[src/rtl/mult_err_stage.sv]
`default_nettype none
// ============================================================================
// Module   : mult_err_stage
// Brief    : Registers operands and absolute product error of one sampled vector.
// Revision : 1.0
// ============================================================================
module mult_err_stage #(
    parameter int W = 8
) (
    input  logic             clk,
    input  logic             rst_n,
    input  logic             flush,
    input  logic             in_valid,
    input  logic [W-1:0]     a,
    input  logic [W-1:0]     b,
    input  logic [2*W-1:0]   prod,
    output logic             out_valid,
    output logic [W-1:0]     out_a,
    output logic [W-1:0]     out_b,
    output logic [2*W-1:0]   abs_err
);

    logic [2*W-1:0] w_exact;
    logic [2*W-1:0] w_abs;

    always_comb begin
        w_exact = {{W{1'b0}}, a} * {{W{1'b0}}, b};
        w_abs   = (prod >= w_exact) ? (prod - w_exact) : (w_exact - prod);
    end

    always_ff @(posedge clk or negedge rst_n) begin
        if (!rst_n) begin
            out_valid <= 1'b0;
            out_a     <= '0;
            out_b     <= '0;
            abs_err   <= '0;
        end else if (flush) begin
            out_valid <= 1'b0;
            out_a     <= '0;
            out_b     <= '0;
            abs_err   <= '0;
        end else begin
            out_valid <= in_valid;
            out_a     <= a;
            out_b     <= b;
            abs_err   <= w_abs;
        end
    end

endmodule
`default_nettype wire

[config.mk]
export PLATFORM = sky130hd
export DESIGN_NAME = mult_err_stage
export DESIGN_NICKNAME = d
export VERILOG_FILES = /design/src/rtl/mult_err_stage.sv
export SDC_FILE = /design/constraint.sdc
export NUM_CORES = 1
export LEC_CHECK = 0
export ABC_AREA = 1
export CAP_MARGIN = 30
export CORE_ASPECT_RATIO = 0.9
export CORE_MARGIN = 3
export CORE_UTILIZATION = 40
export DETAILED_ROUTE_END_ITERATION = 10
export PLACE_DENSITY_LB_ADDON = 0.05
export RECOVER_POWER = 100
export SLEW_MARGIN = 20
export SYNTH_ARGS = -nofsm -noshare
export SYNTH_HDL_FRONTEND = slang
export SYNTH_SLANG_ARGS = --single-unit
[constraint.sdc]
create_clock -name clk -period 0.8 [get_ports clk]
set_input_delay 0.12 -clock clk [delete_from_list [all_inputs] [get_ports clk]]
set_output_delay 0.12 -clock clk [all_outputs]
set_load 0.01 [all_outputs]
==> impl_metrics.ini <==
[status]
outcome = finished with violations
violations = negative setup slack

[critical_path]
crit_slowest_cell = fa_1
critical_path_required_ps = 960
crit_path_end_kind = register
path_class = in2reg
cp.arrival_ps = 4790
cp_cell_sequence = buf_6 -> nand2_2 -> fa_1 -> fa_1 -> inv_2 -> fa_1 -> inv_2 -> fa_1 -> inv_2 -> ha_4 -> a21oi_4 -> o21ai_2 -> a21oi_4 -> o21ai_2 -> xor2_1 -> ha_1 -> nand2_2 -> nor2_4 -> and3_4 -> a21oi_4 -> buf_6 -> nand2_2 -> nand2_2 -> nor2_1
crit_fanout = 5
critPathMaxStageDelay_ps = 580
setup.worst_path.start_class = input pin

[timing]
fin_crit_sh = 5.78
setup_violations = 49
worst_pin_slew_ps = 515
hold_violations = 0
finalMaxSlewViolations = 0
fin_crit_ps = 4620
relSlewSlack = 0.656
max_freq_mhz = 216
fin_ws_ps = -3820
rsz0062_at_grt = true

[yosys]
synth_edf_count = 0
synthAdderAreaFrac = 0.295
yosysWarnings = 0
yosysSeqAreaShare = 0.152
synth_top_family_by_area = adder cells
ys_ff_latch = 33
muxShareOfSynthArea = 0
async_flop_share = 1.00
ys.flop_type = dfrtp_1
netlist_instances = 819
synth_area_mm2 = 0.00543
syn_area_per_cell_um2 = 6.63
synth_xor_area_frac = 0.0468
synth_nets = 960
synth-simple-area-share = 0.265
ys_types = 34
synth_compound_area_frac = 0.0528

[layout]
fillers = 1239
antennaDiodeCount = 0
final_util = 0.596
mostFrequentLayoutCells = nand2_1, inv_1, buf_4, ha_1, nor2_1
nets = 1144
final_common_cell = nand2_1
final_layout_size_suffix_gt1_frac = 0.312
fin_cells = 1167
area_growth_syn_to_layout_pct = 42.5
final_area_mm2 = 0.00773

[floorplan]
die-area_mm2 = 0.0150
rows = 39
start_util = 0.418
dieHeight_um = 117
ios = 69
die_w_um = 129
core_mm2 = 0.0130

[pwr]
vdd_drop_max_mv = 2.26
p_leak_nw = 4.71
p_per_area_mw_per_mm2 = 4600
p_total_mw = 35.6

[min_path]
min_path_cells = 3
hold_path.startpoint = b[5]
holdPathEnd = out_b[5]
min_path_type = in2reg

[clock_tree]
clock-sinks = 33
clk_path_buf_depth = 2
cts_made_buffers = 5
root_buffer = clkbuf_16
cts_tree = done
htreeDepth = 2
path_clk_slew_ps = 50

[global_route]
grt_pass1_wl_mm = 26.0
antenna_found_initial = 0
grt_usage = 0.218
grt_overflow = 0
grt_max_degree = 34
grt_pass1_vias = 5182

[placement]
numPortBuffers = 68
place_ws_ps = -4690
place_congestion = 0.961
placed_cell_area_mm2 = 0.00717
place_hpwl_mm = 13.5
dp.cells = 1144

[routing]
drt_iter0_markers = 299
drc = 0
dr.pass1.iters = 5
dr_total_vias = 5389
routed_wl_mm = 16.3
wl_per_cell_um = 13.9
viasPerCell = 4.62
ant_nets = 0

[job]
maxCapViolCount = 0
## state kept, by name, indices dropped and copies added, names as in the netlist
name	cells
out_b	8
out_valid	1
out_a	8
abs_err	16
## logic make-up (layout without fill, tap and decap cells)
group / count (synthesis) / count (layout)
compound gates: 50 / 50
simple gates: 350 / 351
xor+xnor: 29 / 29
flops: 33 / 33
buf+inv: 252 / 435
fa+ha+maj: 105 / 105
## repair_timing
action,4_1_cts,5_1_grt
hold buffers,0,0
resized for setup,271,76
setup endpoints to repair,62,66
cloned,1,0
setup buffers,12,3
pin swaps,53,39
## cell usage after synthesis (2+ instances only)
library cell	n	area share
clkbuf_1	18	0.012
buf_6	7	0.015
inv_2	3	0.0021
ha_1	67	0.15
and2_1	2	0.0023
a21oi_2	4	0.0065
fa_1	38	0.14
o21ai_1	4	0.0037
a21oi_1	28	0.026
buf_4	2	0.0028
xnor2_1	7	0.011
nand4_1	6	0.0069
nand2_1	235	0.16
nand3_1	32	0.029
nor2_1	59	0.041
nand3_2	3	0.0055
xor2_1	22	0.035
nand2_2	7	0.0081
nand2_4	2	0.0041
o21ai_0	9	0.0083
inv_1	219	0.15
dfrtp_1	33	0.15
## routing by layer
| metal | wire length, um | global-route usage | vias up |
|---|---|---|---|
| met1 | 8440 | 0.342 | 2515 |
| li1 | - | - | 2748 |
| met2 | 6720 | 0.323 | 120 |
| met4 | 97 | 0.0322 | 0 |
| met5 | 0 | 0 | - |
| met3 | 1010 | 0.0288 | 6 |
## metrics by stage
stage / setup TNS, ps / hold WS [ps]
final: -59640 / 86.6
after global routing: -63420 / 110
after CTS: -60070 / 73.8
after detailed placement: -81750 / 507
after global placement: -80100 / 507
after floorplan: -56110 / -176
## layout make-up
type	count	area (um2)	area share
inverter	223	842	0.109
sequential	33	826	0.107
clock buffer	7	143	0.0184
timing repair buffer	205	1640	0.211
multi-input combinational	535	4080	0.528
tap	164	205	0.0265
## worst max-delay path: cells and delay by family
kind / cells / cell delay, ps
adders and majority gates: 6 / 2740
xor gates and xnor gates: 1 / 180
buffers and inverters: 5 / 380
and+or+nand+nor: 7 / 560
AOI/OAI and AO/OA: 5 / 780
## worst max path at each step
stage               from          end  slack [ps]  depth (start not counted)
floorplan           a[3]  abs_err[10]       -3810                         25
CTS                 a[1]   abs_err[1]       -3830                         25
finish              b[3]   abs_err[8]       -3820                         24
global placement    a[2]   abs_err[8]       -4600                         29
global route        a[1]   abs_err[8]       -4030                         30
detailed placement  b[2]  abs_err[11]       -4690                         24
## power breakdown
group          leakage [nW]  switching, mW  internal, mW  total [mW]
clock                0.0700          0.654          1.22        1.87
sequential            0.423          0.103          2.07        2.17
combinational          4.21           17.8          13.8        31.6
total                  4.71           18.5          17.1        35.6
Power figures use the tool's default switching activity.
